===== config.mk =====
export PLATFORM = sky130hd
export DESIGN_NAME = ps2_host_tx
export DESIGN_NICKNAME = d
export VERILOG_FILES = /design/src/rtl/ps2_host_tx.sv
export SDC_FILE = /design/constraint.sdc
export NUM_CORES = 1
export LEC_CHECK = 0
export BUFFER_PORTS_ARGS = -buffer_cell sky130_fd_sc_hd__buf_2
export CORE_MARGIN = 3
export CORE_UTILIZATION = 36
export DETAILED_ROUTE_END_ITERATION = 6
export PLACE_DENSITY_LB_ADDON = 0.05
export SETUP_SLACK_MARGIN = 0.05
export SYNTH_ARGS = -nofsm -noshare
export SYNTH_HDL_FRONTEND = slang
export SYNTH_SLANG_ARGS = --single-unit

===== constraint.sdc =====
create_clock -name clk -period 3.7 [get_ports clk]
set_clock_uncertainty 0.2 [all_clocks]
set_input_delay 0 -clock clk [delete_from_list [all_inputs] [get_ports clk]]
set_output_delay 0 -clock clk [all_outputs]
set_load 0.02 [all_outputs]

===== src/rtl/ps2_host_tx.sv =====
// Host-to-device PS/2 transmitter. It sends one command byte to the keyboard
// over open-drain PS2_clk/PS2_data: it pulls a line low or releases it.
module ps2_host_tx #(
  parameter int unsigned INHIBIT_CYCLES = 2500,
  parameter int unsigned START_TIMEOUT  = 375000,
  parameter int unsigned BIT_TIMEOUT    = 50000
) (
  input  logic       clk,
  input  logic       reset,
  input  logic       start,
  input  logic [7:0] tx_data,
  input  logic       ps2_clk_in,
  input  logic       ps2_data_in,
  output logic       ps2_clk_oe,
  output logic       ps2_data_oe,
  output logic       busy,
  output logic       done,
  output logic       error
);

  localparam logic [18:0] INHIBIT_LAST = 19'(INHIBIT_CYCLES - 1);
  localparam logic [18:0] START_LIMIT  = 19'(START_TIMEOUT);
  localparam logic [18:0] BIT_LIMIT    = 19'(BIT_TIMEOUT);

  typedef enum logic [3:0] {
    S_IDLE,
    S_INHIBIT,
    S_RTS,
    S_WAIT_FIRST,
    S_SHIFT,
    S_ACK,
    S_ACK_SAMPLE,
    S_WAIT_IDLE,
    S_DONE,
    S_FAIL
  } state_t;

  state_t      state, state_n;
  logic [9:0]  frame, frame_n;
  logic [3:0]  bitcnt, bitcnt_n;
  logic [18:0] timer;
  logic        clk_s1, clk_s2, clk_prev;
  logic        data_s1, data_s2;
  logic        fall;
  logic        counts_edges;
  logic        clk_oe_n, data_oe_n, busy_n, done_n, error_n;

  // Two-flop synchronizers on both pins plus an edge-detect register on clock.
  always_ff @(posedge clk) begin
    if (reset) begin
      clk_s1   <= 1'b1;
      clk_s2   <= 1'b1;
      clk_prev <= 1'b1;
      data_s1  <= 1'b1;
      data_s2  <= 1'b1;
    end else begin
      clk_s1   <= ps2_clk_in;
      clk_s2   <= clk_s1;
      clk_prev <= clk_s2;
      data_s1  <= ps2_data_in;
      data_s2  <= data_s1;
    end
  end

  assign fall = clk_prev & ~clk_s2;

  // Only device-clocked states restart the timer on a falling edge; this keeps
  // the host's own inhibit pull-down from being seen as device activity.
  assign counts_edges = (state == S_SHIFT) || (state == S_ACK) || (state == S_WAIT_IDLE);

  // Timeout/interval timer, cleared on state changes and device falling edges.
  always_ff @(posedge clk) begin
    if (reset || (state_n != state) || (state == S_IDLE) || (fall && counts_edges)) begin
      timer <= '0;
    end else begin
      timer <= timer + 19'd1;
    end
  end

  // Next-state, frame, bit counter and next output values.
  always_comb begin
    state_n   = state;
    frame_n   = frame;
    bitcnt_n  = bitcnt;
    data_oe_n = ps2_data_oe;
    error_n   = error;

    case (state)
      S_IDLE: begin
        data_oe_n = 1'b0;
        if (start) begin
          frame_n  = {1'b1, ~^tx_data, tx_data};
          bitcnt_n = '0;
          error_n  = 1'b0;
          state_n  = S_INHIBIT;
        end
      end
      S_INHIBIT: begin
        if (timer == INHIBIT_LAST) begin
          data_oe_n = 1'b1;
          state_n   = S_RTS;
        end
      end
      S_RTS: begin
        state_n = S_WAIT_FIRST;
      end
      S_WAIT_FIRST: begin
        // The first device clock already carries data bit 0, so it is placed
        // here rather than on the next falling edge.
        if (fall) begin
          data_oe_n = ~frame[0];
          bitcnt_n  = 4'd1;
          state_n   = S_SHIFT;
        end else if (timer == START_LIMIT) begin
          state_n = S_FAIL;
        end
      end
      S_SHIFT: begin
        if (fall) begin
          data_oe_n = ~frame[bitcnt];
          bitcnt_n  = bitcnt + 4'd1;
          if (bitcnt == 4'd9) begin
            state_n = S_ACK;
          end
        end else if (timer == BIT_LIMIT) begin
          state_n = S_FAIL;
        end
      end
      S_ACK: begin
        data_oe_n = 1'b0;
        if (fall) begin
          state_n = S_ACK_SAMPLE;
        end else if (timer == BIT_LIMIT) begin
          state_n = S_FAIL;
        end
      end
      S_ACK_SAMPLE: begin
        state_n = data_s2 ? S_FAIL : S_WAIT_IDLE;
      end
      S_WAIT_IDLE: begin
        if (clk_s2 && data_s2) begin
          state_n = S_DONE;
        end else if (timer == BIT_LIMIT) begin
          state_n = S_FAIL;
        end
      end
      S_DONE: begin
        state_n = S_IDLE;
      end
      S_FAIL: begin
        state_n = S_IDLE;
      end
      default: begin
        state_n = S_IDLE;
      end
    endcase

    if (state_n == S_FAIL) begin
      error_n   = 1'b1;
      data_oe_n = 1'b0;
    end
    if (state_n == S_DONE) begin
      error_n = 1'b0;
    end
    if (state_n == S_IDLE) begin
      data_oe_n = 1'b0;
    end

    clk_oe_n = (state_n == S_INHIBIT) || (state_n == S_RTS);
    busy_n   = (state_n != S_IDLE);
    done_n   = (state_n == S_DONE) || (state_n == S_FAIL);
  end

  // State and registered outputs.
  always_ff @(posedge clk) begin
    if (reset) begin
      state       <= S_IDLE;
      frame       <= '0;
      bitcnt      <= '0;
      ps2_clk_oe  <= 1'b0;
      ps2_data_oe <= 1'b0;
      busy        <= 1'b0;
      done        <= 1'b0;
      error       <= 1'b0;
    end else begin
      state       <= state_n;
      frame       <= frame_n;
      bitcnt      <= bitcnt_n;
      ps2_clk_oe  <= clk_oe_n;
      ps2_data_oe <= data_oe_n;
      busy        <= busy_n;
      done        <= done_n;
      error       <= error_n;
    end
  end

endmodule


* After elaboration in Yosys (flattened, before gate mapping)
Cells that the tools add are included.
Word-level totals: register bits after elaboration 47, latch bits 0, bits in writable memories 0, bits in read-only memories 0, output and inout bits 5, memories kept 0
Cells by class: add/sub/neg operators 2, multiply operators 0, divide/modulo/power cells 0, magnitude comparators 1, equal/unequal tests 20, shift operators 0, multiplexer cells 24, bitwise gates (word level) 4, reduce and logical (&&, ||, !) cells 24
Operators with widths (number):
- $mux W4 | 13
- $pmux W4 S8 | 1
- $add A19 B1 Y19 const B | 1
- $eq A19 B12 Y1 const B | 1
- $eq A19 B16 Y1 const B | 1
- $eq A19 B19 Y1 const B | 1
- $eq A4 B3 Y1 const B | 4
- $eq A4 B2 Y1 const B | 3
- $eq A4 B4 Y1 const B | 3
- $pmux W4 S3 | 1
- $eq A4 B1 Y1 const B | 2
- $logic_not A4 Y1 | 2
- $ne A2 B2 Y1 const B | 4
- $reduce_and A4 Y1 | 2
- $reduce_bool A4 Y1 | 2
- $reduce_xnor A8 Y1 | 1
- $logic_or A1 B1 Y1 | 7
- $mux W1 | 7
- $lt A4 B5 Y1 const B | 1
- $add A4 B1 Y4 const B | 1
- $bmux W1 S4 | 1
- $ne A4 B4 Y1 | 1
- $pmux W1 S4 | 1
- $reduce_and A2 Y1 | 2
- other kinds (7) | 12

* Longest topological paths before layout
Gate-level depths: netlist of run 1.
depth after elaboration 8, gate-level depth with buffers 10, gate-level depth less buffers 9

* Least setup slack after synthesis of run 1
No wires, ideal clock.
path kind register to register, start reg state[1], end reg timer[12], library setup time 115 ps, data arrival time 1992 ps, data required time 3385 ps, slack 1393 ps, cell stages (with the launch flop) 11, path buffers 3, clock period less this slack 2307 ps, path through dfxtp_1 buf_6 or4b_1 buf_2 nor3_2 a31oi_1 o211a_1 a21boi_1 o211ai_4 buf_6 nor2_1
On the way: word-level cells in the longest chain between the ends 7, elaborated cells between the ends (all ways) 25
RTL lines:
- start, declared | RTL line 38 | state_t state, state_n;
- start signal, assigned | RTL line 186 | state <= state_n;
- $mux W4, on equally long branches (2 in a row)
- $pmux W4 S8 | RTL line 88 | case (state)
- $ne A4 B4 Y1 | RTL line 73 | if (reset || (state_n != state) || (state == S_IDLE) || (fall && counts_edges)) begin
- $logic_or A1 B1 Y1 (2 in a row) | RTL line 73
- $logic_or A1 B1 Y1 (*) | RTL line 73
- end signal, assigned | RTL line 76 | timer <= timer + 19'd1;
- end, declared | RTL line 41 | logic [18:0] timer;
Every way passes the cells marked *; elsewhere a longest branch is shown, timed or not. A chain may end at the register's enable or synchronous reset.

* Worst setup path in the final report of run 1
start reg state[2], end reg timer[3]
The elaborated chain is that of the path after synthesis.

==> results of run 1 <==
report_power, final:
| part | internal [µW] | leakage (µW) | switching, µW | total [µW] |
|---|---|---|---|---|
| registers | 520 | 0.000382 | 10.9 | 531 |
| clock network | 219 | 0.0000612 | 177 | 396 |
| logic | 53.9 | 0.000606 | 54.7 | 109 |
| total | 793 | 0.00105 | 243 | 1040 |
placed cells by master (no fill, tap or decap), types with 2 or more instances in the layout:
cell            n
a21oi_1         8
dlygate4sd3_1  18
ha_1            4
nor2b_1         6
nor4b_1         2
nand2_1        14
dfxtp_1        47
and3_1          7
nand3_1         7
a211oi_1        6
nand3b_1        2
or2_2           5
nor4_1          6
clkbuf_8        6
xnor2_1        14
xor2_1         10
nor3b_1         2
o21ai_0         7
nor3_1          5
inv_1          12
a22oi_1         2
nand4_1         5
mux2i_1        11
nor2_1         52
a31oi_1         3
buf_2          17
nand2b_1        3
mux4_2          2
flip-flops by register name, indices dropped and copies added, names as in the netlist:
register,count
timer,19
frame,10
bitcnt,4
state,4
busy,1
clk_prev,1
clk_s1,1
clk_s2,1
data_s1,1
data_s2,1
done,1
error,1
ps2_clk_oe,1
ps2_data_oe,1
through the flow:
stage | hold slack [ns] | util (%) | instance area (µm²) | power, µW | setup WS [ns]
5_1_grt | 0.0611 | 44.1 | 2830 | 1090 | 0.739
4_1_cts | 0.0143 | 44.1 | 2830 | 1060 | 0.955
3_3_place_gp | -0.0172 | 39.4 | 2530 | 636 | 1.01
2_1_floorplan | -0.0962 | - | 2410 | 610 | 1.39
3_5_place_dp | -0.0159 | 39.4 | 2530 | 636 | 0.960
6_report | 0.0125 | 44.1 | 2830 | 1040 | 0.998
kinds of logic after synthesis:
| kind of cell | synth area share [%] |
|---|---|
| mux | 6.91 |
| compound gates | 11.5 |
| buf+inv | 4.57 |
| fa+ha+maj | 2.08 |
| xor+xnor | 8.73 |
| flops | 39.1 |
| simple gates | 27.1 |
area by class of cell:
cell class | count | area [µm²]
inverters | 12 | 45.0
repair buffers | 36 | 273
fillers | 653 | 3590
flip-flops and latches | 47 | 941
clock buffers | 6 | 82.6
multi-input cells | 206 | 1360
well taps | 77 | 96.3
clock inverters | 2 | 35.0
metal layers:
| metal | vias to the layer above | routed length, µm |
|---|---|---|
| met5 | - | 0 |
| li1 | 1031 | - |
| met4 | 0 | 59 |
| met1 | 924 | 2910 |
| met3 | 6 | 181 |
| met2 | 30 | 2090 |
worst max-delay path by stage:
stage	startpoint	end	depth (start not counted)
4_1_cts	state[2]$_SDFF_PP0_	timer[17]$_SDFF_PP0_	7
3_5_place_dp	state[2]$_SDFF_PP0_	timer[9]$_SDFF_PP0_	7
6_report	state[2]$_SDFF_PP0_	timer[3]$_SDFF_PP0_	7
3_3_place_gp	state[2]$_SDFF_PP0_	timer[7]$_SDFF_PP0_	7
5_1_grt	state[2]$_SDFF_PP0_	timer[3]$_SDFF_PP0_	7
2_1_floorplan	state[1]$_SDFF_PP0_	timer[12]$_SDFF_PP0_	10
worst max-delay path, cell delays in order, from the launching register on:
cell and delay [ns]:
dfxtp_1 0.58, or4b_1 0.61, nor3_2 0.20, a31oi_1 0.05, o211a_1 0.19, a21boi_1 0.16, o211ai_4 0.48, nor2_1 0.10
==> summary.md, run 1 <==
| Metric | Value |
|---|---|
| Outcome | `completed` |
| CORE AREA | `6420 µm²` |
| Residual DRC | `0` |
| CTS tree | `yes` |
| EDFF count, synth | `0` |
| Hold-fix buffers, CTS | `18` |
| Type of the most critical hold path | `in -> reg` |
| Final nets | `325` |
| Post-cts gate resize count | `0` |
| Post-DP HPWL | `3.57 mm` |
| # clock sinks | `47` |
| FP Rows | `29` |
| Hold_sp | `start` |
| Worst-Skew Late Latency | `0.30 ns` |
| DR vias | `1,991` |
| Largest net degree at the start of global routing | `30` |
| Maximum vdd drop | `0.163 mV` |
| # IOs | `18` |
| Setup slack, reg-to-reg | `1.0 ns` |
| Data arrival time of the worst path | `2.67 ns` |
| Synth unique cells | `52` |
| Number of synthesized register bits | `between 40 and 50` |
| Syn nets | `295` |
| Met1 Use GR | `23.0%` |
| Avg Cell Area, Syn | `between 8 and 9 µm²` |
| Routed len/inst | `13.6 µm` |
| CP Capture Type | `flip-flop` |
| Yosys top cell by area | `dfxtp_1` |
| Nature of the critical path startpoint | `flip-flop` |
| Max Cap Viol | `0` |
| Reg2Reg Depth | `7` |
| Ys async rst share | `0%` |
| Pwr dens | `roughly 370 nW/µm²` |
| FF-to-FF End | `timer[3]$_SDFF_PP0_` |
| Register area share after synthesis | `39.1%` |
| Die W | `roughly 88 µm` |
| RSZ-0062 raised after global routing | `no` |
| # setup viols final | `0` |
| Worst Tran Pin Value | `0.640 ns` |
| Worst Setup Path Type | `reg -> reg` |
| GR Layer Usage met3 | `3.39%` |
| Final ANT Viol Nets | `0` |
| R2R Path Start | `state[2]$_SDFF_PP0_` |
| Clock slew seen by the registers of the worst setup and hold paths | `~0.090 ns` |
| Main synth FF type | `dfxtp_1` |
| ANT cells | `0` |
| Area grow syn2layout | `17.5%` |
| Inst Count DP | `360` |
| Crit-path max FO | `19` |
| GRT busiest layer | `met1` |
| Initial core utilization | `between 30% and 40%` |
| DRT Pass-1 Iters | `4` |
| Final min period | `2.70 ns` |
| Total CTS buffers | `5` |
| Worst Path Required | `between 3 and 4 ns` |
| Ratio of cells with drive above 1 in the final layout | `between 10% and 20%` |
| Area contributors post-synth | `dfxtp_1 (39%), nor2_1 (8.1%), xnor2_1 (5.1%)` |
| First DRT Iteration DRCs | `approximately 160` |
| First-pass GRT wire length | `~9.0 mm` |
| Top cells by count, synth | `nor2_1 (52), dfxtp_1 (47), nand2_1 (14), xnor2_1 (14), inv_1 (12)` |
| Clock buffer depth | `2` |
| Total congestion overflow | `0` |
| Netlist Area Pre-Place | `2410 µm²` |
| Vias in the first global route | `about 1,800` |
| GRT Total Usage | `~15%` |
| Synthesized instance count | `278` |
| Final Hold Fails | `0` |
| Root Buffer | `clkbuf_8` |
| Most instantiated library cell after synthesis | `nor2_1` |
| Post-Layout Cell Count | `386` |
| DIE AREA | `7710 µm²` |
| Post-CTS Setup Bufs | `0` |
| Overall routed net length | `5.24 mm` |
| RD Place Congestion | `0.786` |
| Leakage | `between 0.001 and 0.0015 µW` |
| Die Y | `87.8 µm` |
| Vias per std cell | `between 5 and 6` |
| H-tree depth | `2` |
| Post-route clock period utilization | `73.0%` |
| GR Layer Usage met2 | `between 20 and 25%` |
| Slew headroom | `57.0%` |
| Hold-critical path depth | `4` |
| Initial antenna violation count | `0` |
| Number of port buffers | `17` |
| WHS Endpoint | `frame[9]$_SDFFE_PP0P_` |
| Slew Limit Fails | `0` |
| Synth top area share | `39.1%` |
| Setup TNS | `0 ns` |
| F_max | `approximately 0.37 GHz` |
| Yosys warns | `0` |
No activity file was read; power rests on OpenSTA's default activity.
==> run 2, diff against run 1 <==
clock period = 2.3 ns   (was 3.7 ns; I/O delays follow)
==> summary.md, run 2 (synthesized netlist as in run 1, its figures left out) <==
| Metric | Value |
|---|---|
| DRT Pass-1 Iters | `4 (unchanged)` |
| Worst Setup EP | `ps2_data_oe$_SDFFE_PP0P_` |
| Max Cap Viol | `0 (unchanged)` |
| Reg area | `951 µm² (+1.1%)` |
| First-pass GRT wire length | `10.2 mm (+13%)` |
| Sequential power share | `52.1% (+0.8 points)` |
| F_max | `0.451 GHz (+22%)` |
| Switching share of power | `24.6% (+1.2 points)` |
| Outcome | `completed` |
| Vias in the first global route | `2,080 (+15%)` |
| Initial antenna violation count | `0 (unchanged)` |
| Clk pwr share | `33.2% (-5.0 points)` |
| Ratio of cells with drive above 1 in the final layout | `28.9% (+17 points)` |
| Reg2Reg Depth | `8 (+1)` |
| Final min period | `2.22 ns (-0.485 ns)` |
| CTS tree | `yes` |
| Die Y | `87.8 µm (unchanged)` |
| Commonest non-fill, non-tap cell in the layout | `nor2_1` |
| R2R Path Start | `timer[2]$_SDFF_PP0_` |
| RSZ-0062 raised after global routing | `yes` |
| Final Hold Fails | `0 (unchanged)` |
| Multi-input logic area | `1530 µm² (+13%)` |
| Slew Limit Fails | `0 (unchanged)` |
| Worst Tran Pin Value | `0.556 ns (-0.0835 ns)` |
| Sw Pwr | `401 µW (+65%)` |
| Internal | `1230 µW (+55%)` |
| H-tree depth | `2 (unchanged)` |
| Total CTS buffers | `5 (unchanged)` |
| Overall routed net length | `6.21 mm (+18%)` |
| First DRT Iteration DRCs | `75 (-54%)` |
| Setup slack, reg-to-reg | `0.08 ns (-0.92 ns)` |
| Pre-CTS WS | `-0.0675 ns (-1.03 ns)` |
| GRT Total Usage | `16.9% (+2.1 points)` |
| Total congestion overflow | `0 (unchanged)` |
| Cell area after layout | `3250 µm² (+15%)` |
| Post-Layout Cell Count | `420 (+8.8%)` |
| # clock sinks | `47 (unchanged)` |
| Crit-path max FO | `5 (-14)` |
| Initial core utilization | `37.5% (unchanged)` |
| Nature of the critical path startpoint | `flip-flop` |
| Leakage | `0.00125 µW (+19%)` |
| Largest register FFs | `19 (unchanged)` |
| FF-to-FF End | `ps2_data_oe$_SDFFE_PP0P_` |
| Top reg by flops | `timer` |
| Vias per std cell | `5.30 (+2.7%)` |
| RD Place Congestion | `0.758 (-3.5%)` |
| FP Rows | `29 (unchanged)` |
| Post-DP HPWL | `4.12 mm (+15%)` |
| Pwr dens | `501 nW/µm² (+37%)` |
| Worst Setup Path Type | `reg -> reg` |
| Worst Path Required | `2.32 ns (-1.35 ns)` |
| Root Buffer | `clkbuf_8` |
| # setup viols final | `0 (unchanged)` |
| CP Capture Type | `flip-flop` |
| Maximum vdd drop | `0.255 mV (+56%)` |
| Commonest non-fill, non-tap cells in the layout | `nor2_1 (47), dfxtp_1 (41), buf_4 (30), buf_2 (17), dlygate4sd3_1 (15)` |
| Final ANT Viol Nets | `0 (unchanged)` |
| Post-route setup slack | `0.0825 ns (-0.915 ns)` |
| Number of fill cells | `631 (-3.4%)` |
| Worst-Skew Late Latency | `0.30 ns (about the same)` |
| Clock slew seen by the registers of the worst setup and hold paths | `0.09 ns (about the same)` |
| Type of the most critical hold path | `in -> reg` |
| Routed len/inst | `14.8 µm (+8.8%)` |
| Comb power frac | `14.7% (+4.2 points)` |
| Die W | `87.8 µm (unchanged)` |
| Number of port buffers | `17 (unchanged)` |
| # IOs | `18 (unchanged)` |
| Residual DRC | `0 (unchanged)` |
| Area grow syn2layout | `35.0%` |
| Slew headroom | `62.9% (+5.9 points)` |
| Critical path origin | `timer[2]$_SDFF_PP0_` |
| Largest net degree at the start of global routing | `30 (unchanged)` |
| Top flop regs | `timer x19, frame x10` |
| Data arrival time of the worst path | `2.24 ns (-0.43 ns)` |
| Post-route clock period utilization | `96.4% (+23 points)` |
| DR vias | `2,224 (+12%)` |
| Layout Utilization | `50.6% (+6.5 points)` |
| Final nets | `359 (+10%)` |
| Worst hold margin | `0.0417 ns (+0.0292 ns)` |
| DIE AREA | `7710 µm² (unchanged)` |
| CORE AREA | `6420 µm² (unchanged)` |
| Placed Area | `2740 µm² (+8.3%)` |
| ANT cells | `0 (unchanged)` |
| Inst Count DP | `386 (+7.2%)` |
| Clock buffer depth | `2 (unchanged)` |
-- run 2: per-stage QoR --
stage / power, µW / setup TNS [ns]
floorplan: 985 / 0
global route: 1700 / -0.182
finish: 1630 / 0
CTS: 1630 / 0
global placement: 1040 / -0.293
detailed placement: 1040 / -0.803
-- run 2: how the worst min path moves through the flow --
stage               depth (start not counted)  slack, ns                    end  startpoint
floorplan                                   1       -0.1      clk_s1$_SDFF_PP1_  ps2_clk_in
global placement                            2      -0.02      clk_s1$_SDFF_PP1_  ps2_clk_in
detailed placement                          2      -0.01      clk_s1$_SDFF_PP1_  ps2_clk_in
CTS                                         4       0.07  frame[9]$_SDFFE_PP0P_       start
global route                                4       0.06  frame[9]$_SDFFE_PP0P_       start
finish                                      4       0.04  frame[9]$_SDFFE_PP0P_       start
-- run 2: area by class of cell --
cell class	count	share of cell area (%)
multi-input cells	209	47.0
flip-flops and latches	47	29.3
repair buffers	67	16.3
clock buffers	8	3.08
well taps	77	2.96
inverters	12	1.39
-- run 2: routing by layer --
metal / vias to the layer above / part of all wire, % / track usage, %
li1: 1111 / - / -
met1: 1050 / 47 / 22.3
met2: 55 / 47 / 28.0
met3: 8 / 3.9 / 3.10
met4: 0 / 1.4 / 4.74
met5: - / 0 / 0
-- run 2: critical path, cell delays in order (launching register included) --
cell	delay, ns
dfxtp_1	0.34
buf_4	0.16
nor4_1	0.32
and3_4	0.25
a221o_1	0.25
buf_6	0.14
nor2_4	0.04
mux2_4	0.29
a211oi_2	0.16
-- run 2: repair_timing --
item	CTS	global route
endpoints found under the hold margin	21	0
hold buffers	15	0
cloned	3	0
buffers inserted	3	5
gates resized for setup	11	25
pin swaps	7	25
setup endpoints to repair	20	28
-- run 2: power groups by stage --
| stage | combinational (µW) | clock, µW | sequential (µW) |
|---|---|---|---|
| floorplan | 114 | 0 | 871 |
| global placement | 174 | 0 | 869 |
| detailed placement | 173 | 0 | 870 |
| CTS | 217 | 561 | 851 |
| global route | 260 | 589 | 854 |
| finish | 239 | 541 | 850 |
==> run 3, diff against run 2 <==
CELL_PAD_IN_SITES_DETAIL_PLACEMENT = 2   (was unset)
CELL_PAD_IN_SITES_GLOBAL_PLACEMENT = 2   (was unset)
CORE_UTILIZATION = 33   (was 36)
==> summary.md, run 3 (synthesized netlist as in run 1, its figures left out) <==
| Metric | Value |
|---|---|
| Vias in the first global route | `2,449 (+18%)` |
| Vias per std cell | `5.30 (about the same)` |
| Slew Limit Fails | `0 (unchanged)` |
| Internal | `1170 µW (-5.0%)` |
| Root Buffer | `clkbuf_8` |
| Clk pwr share | `31.1% (-2.1 points)` |
| GRT Total Usage | `20.2% (+3.3 points)` |
| Worst hold margin | `0.0977 ns (+0.0559 ns)` |
| Largest register FFs | `19 (unchanged)` |
| Total CTS buffers | `5 (unchanged)` |
| RD Place Congestion | `0.802 (+5.7%)` |
| Final nets | `362 (+0.84%)` |
| # IOs | `18 (unchanged)` |
| DIE AREA | `8360 µm² (+8.5%)` |
| Die W | `91.4 µm (+4.1%)` |
| Cell area after layout | `3330 µm² (+2.3%)` |
| First DRT Iteration DRCs | `79 (+5.3%)` |
| FP Rows | `30 (+3.4%)` |
| # clock sinks | `47 (unchanged)` |
| Post-DP HPWL | `5.04 mm (+22%)` |
| H-tree depth | `2 (unchanged)` |
| Total congestion overflow | `0 (unchanged)` |
| Routed len/inst | `20.7 µm (+40%)` |
| Clock slew seen by the registers of the worst setup and hold paths | `0.10 ns (about the same)` |
| CORE AREA | `6940 µm² (+8.1%)` |
| Placed Area | `2770 µm² (+1.0%)` |
| Switching share of power | `27.9% (+3.3 points)` |
| Worst Tran Pin Value | `0.591 ns (+0.0351 ns)` |
| Area grow syn2layout | `38.1%` |
| Overall routed net length | `9.14 mm (+47%)` |
| Top reg by flops | `timer` |
| Comb power frac | `16.2% (+1.5 points)` |
| Max Cap Viol | `0 (unchanged)` |
| CTS tree | `yes` |
| Pwr dens | `486 nW/µm² (-3.0%)` |
| Slew headroom | `60.6% (-2.3 points)` |
| Final min period | `2.39 ns (+0.174 ns)` |
| Maximum vdd drop | `0.260 mV (+1.6%)` |
| First-pass GRT wire length | `13.2 mm (+30%)` |
| CP Capture Type | `flip-flop` |
| Initial antenna violation count | `0 (unchanged)` |
| Pre-CTS WS | `-0.127 ns (-0.0599 ns)` |
| Outcome | `finished with violations` |
| Residual DRC | `0 (unchanged)` |
| Final Hold Fails | `0 (unchanged)` |
| RSZ-0062 raised after global routing | `yes` |
| Data arrival time of the worst path | `2.40 ns (+0.16 ns)` |
| Initial core utilization | `34.7% (-2.8 points)` |
| Number of port buffers | `17 (unchanged)` |
| Post-route clock period utilization | `104% (+7.6 points)` |
| Sequential power share | `52.7% (+0.6 points)` |
| Die Y | `91.4 µm (+4.1%)` |
| Type of the most critical hold path | `in -> reg` |
| Ratio of cells with drive above 1 in the final layout | `33.2% (+4.4 points)` |
| Worst-Skew Late Latency | `0.30 ns (about the same)` |
| DRT Pass-1 Iters | `4 (unchanged)` |
| Failing checks | `setup timing` |
| Top flop regs | `timer x19, frame x10` |
| Leakage | `0.00125 µW (+0.25%)` |
| Commonest non-fill, non-tap cell in the layout | `nor2_1` |
| Post-route setup slack | `-0.0917 ns (-0.174 ns)` |
| Worst Setup Path Type | `reg -> reg` |
| DR vias | `2,341 (+5.3%)` |
| ANT cells | `0 (unchanged)` |
| Final ANT Viol Nets | `0 (unchanged)` |
| Nature of the critical path startpoint | `flip-flop` |
| # setup viols final | `13 (+13)` |
| Sw Pwr | `451 µW (+13%)` |
| Commonest non-fill, non-tap cells in the layout | `nor2_1 (44), dfxtp_1 (36), buf_4 (30), buf_2 (17), dlygate4sd3_1 (15)` |
| Largest net degree at the start of global routing | `30 (unchanged)` |
| Design Power | `1620 µW (-0.73%)` |
| Layout Utilization | `47.9% (-2.7 points)` |
| Clock buffer depth | `2 (unchanged)` |
| Worst Path Required | `2.31 ns (about the same)` |
| Crit-path max FO | `3 (-2)` |
| F_max | `0.418 GHz (-7.3%)` |
==> run 3: cell count changes in the layout (fill, tap and decap cells not counted), sizes merged <==
cell,previous run,this run
clkinv,0,3
clkbuf,8,5
buf,52,55
==> run 3: area by class of cell <==
type	instances	area, µm²
inverter	12	45.0
fill	744	3620
clock inverter	3	15.0
sequential	47	957
clock buffer	5	68.8
multi-input combinational	209	1550
tap	96	120
timing repair buffer	70	567
==> run 3: routing by layer <==
metal	part of all wire, %	GRT usage (%)
met1	42	24.6
met2	51	36.9
met3	3.8	2.82
met4	2.9	4.65
met5	0	0
==> run 3: worst paths after layout <==
check	start	to	slack (ns)	cells past startpoint
worst min-delay path	start	frame[4]$_SDFFE_PP0P_	0.1	5
worst min register to register	data_s1$_SDFF_PP1_	data_s2$_SDFF_PP1_	0.22	1
worst max register to register	timer[17]$_SDFF_PP0_	ps2_data_oe$_SDFFE_PP0P_	-0.09	8
worst max-delay path	timer[17]$_SDFF_PP0_	ps2_data_oe$_SDFFE_PP0P_	-0.09	8
==> run 3: metrics by stage <==
stage,setup TNS [ns],std cells
2_1_floorplan,0,278
3_3_place_gp,-1.07,404
3_5_place_dp,-2.28,404
4_1_cts,0,435
5_1_grt,-2.39,442
6_report,-0.400,442
==> run 3: critical path: stages (launching register included) <==
cell      delay, ns
dfxtp_4        0.37
nor4_4         0.30
and4b_1        0.28
and3_4         0.24
a221o_2        0.21
buf_4          0.14
nor2_2         0.05
mux2_2         0.28
a211oi_1       0.22
==> run 3: what timing repair did <==
item,4_1_cts,5_1_grt
pin swaps,26,10
gates resized for setup,23,32
endpoints found under the hold margin,20,0
gates cloned,3,0
setup buffers,5,7
setup endpoints to repair,21,29
hold buffers,15,0
==> run 3: power by group through the flow <==
| stage | sequential [µW] | clock, µW | combinational (µW) |
|---|---|---|---|
| after floorplan | 871 | 0 | 114 |
| after global placement | 868 | 0 | 177 |
| after detailed placement | 869 | 0 | 184 |
| after CTS | 851 | 520 | 235 |
| after global routing | 856 | 566 | 282 |
| final | 852 | 503 | 262 |
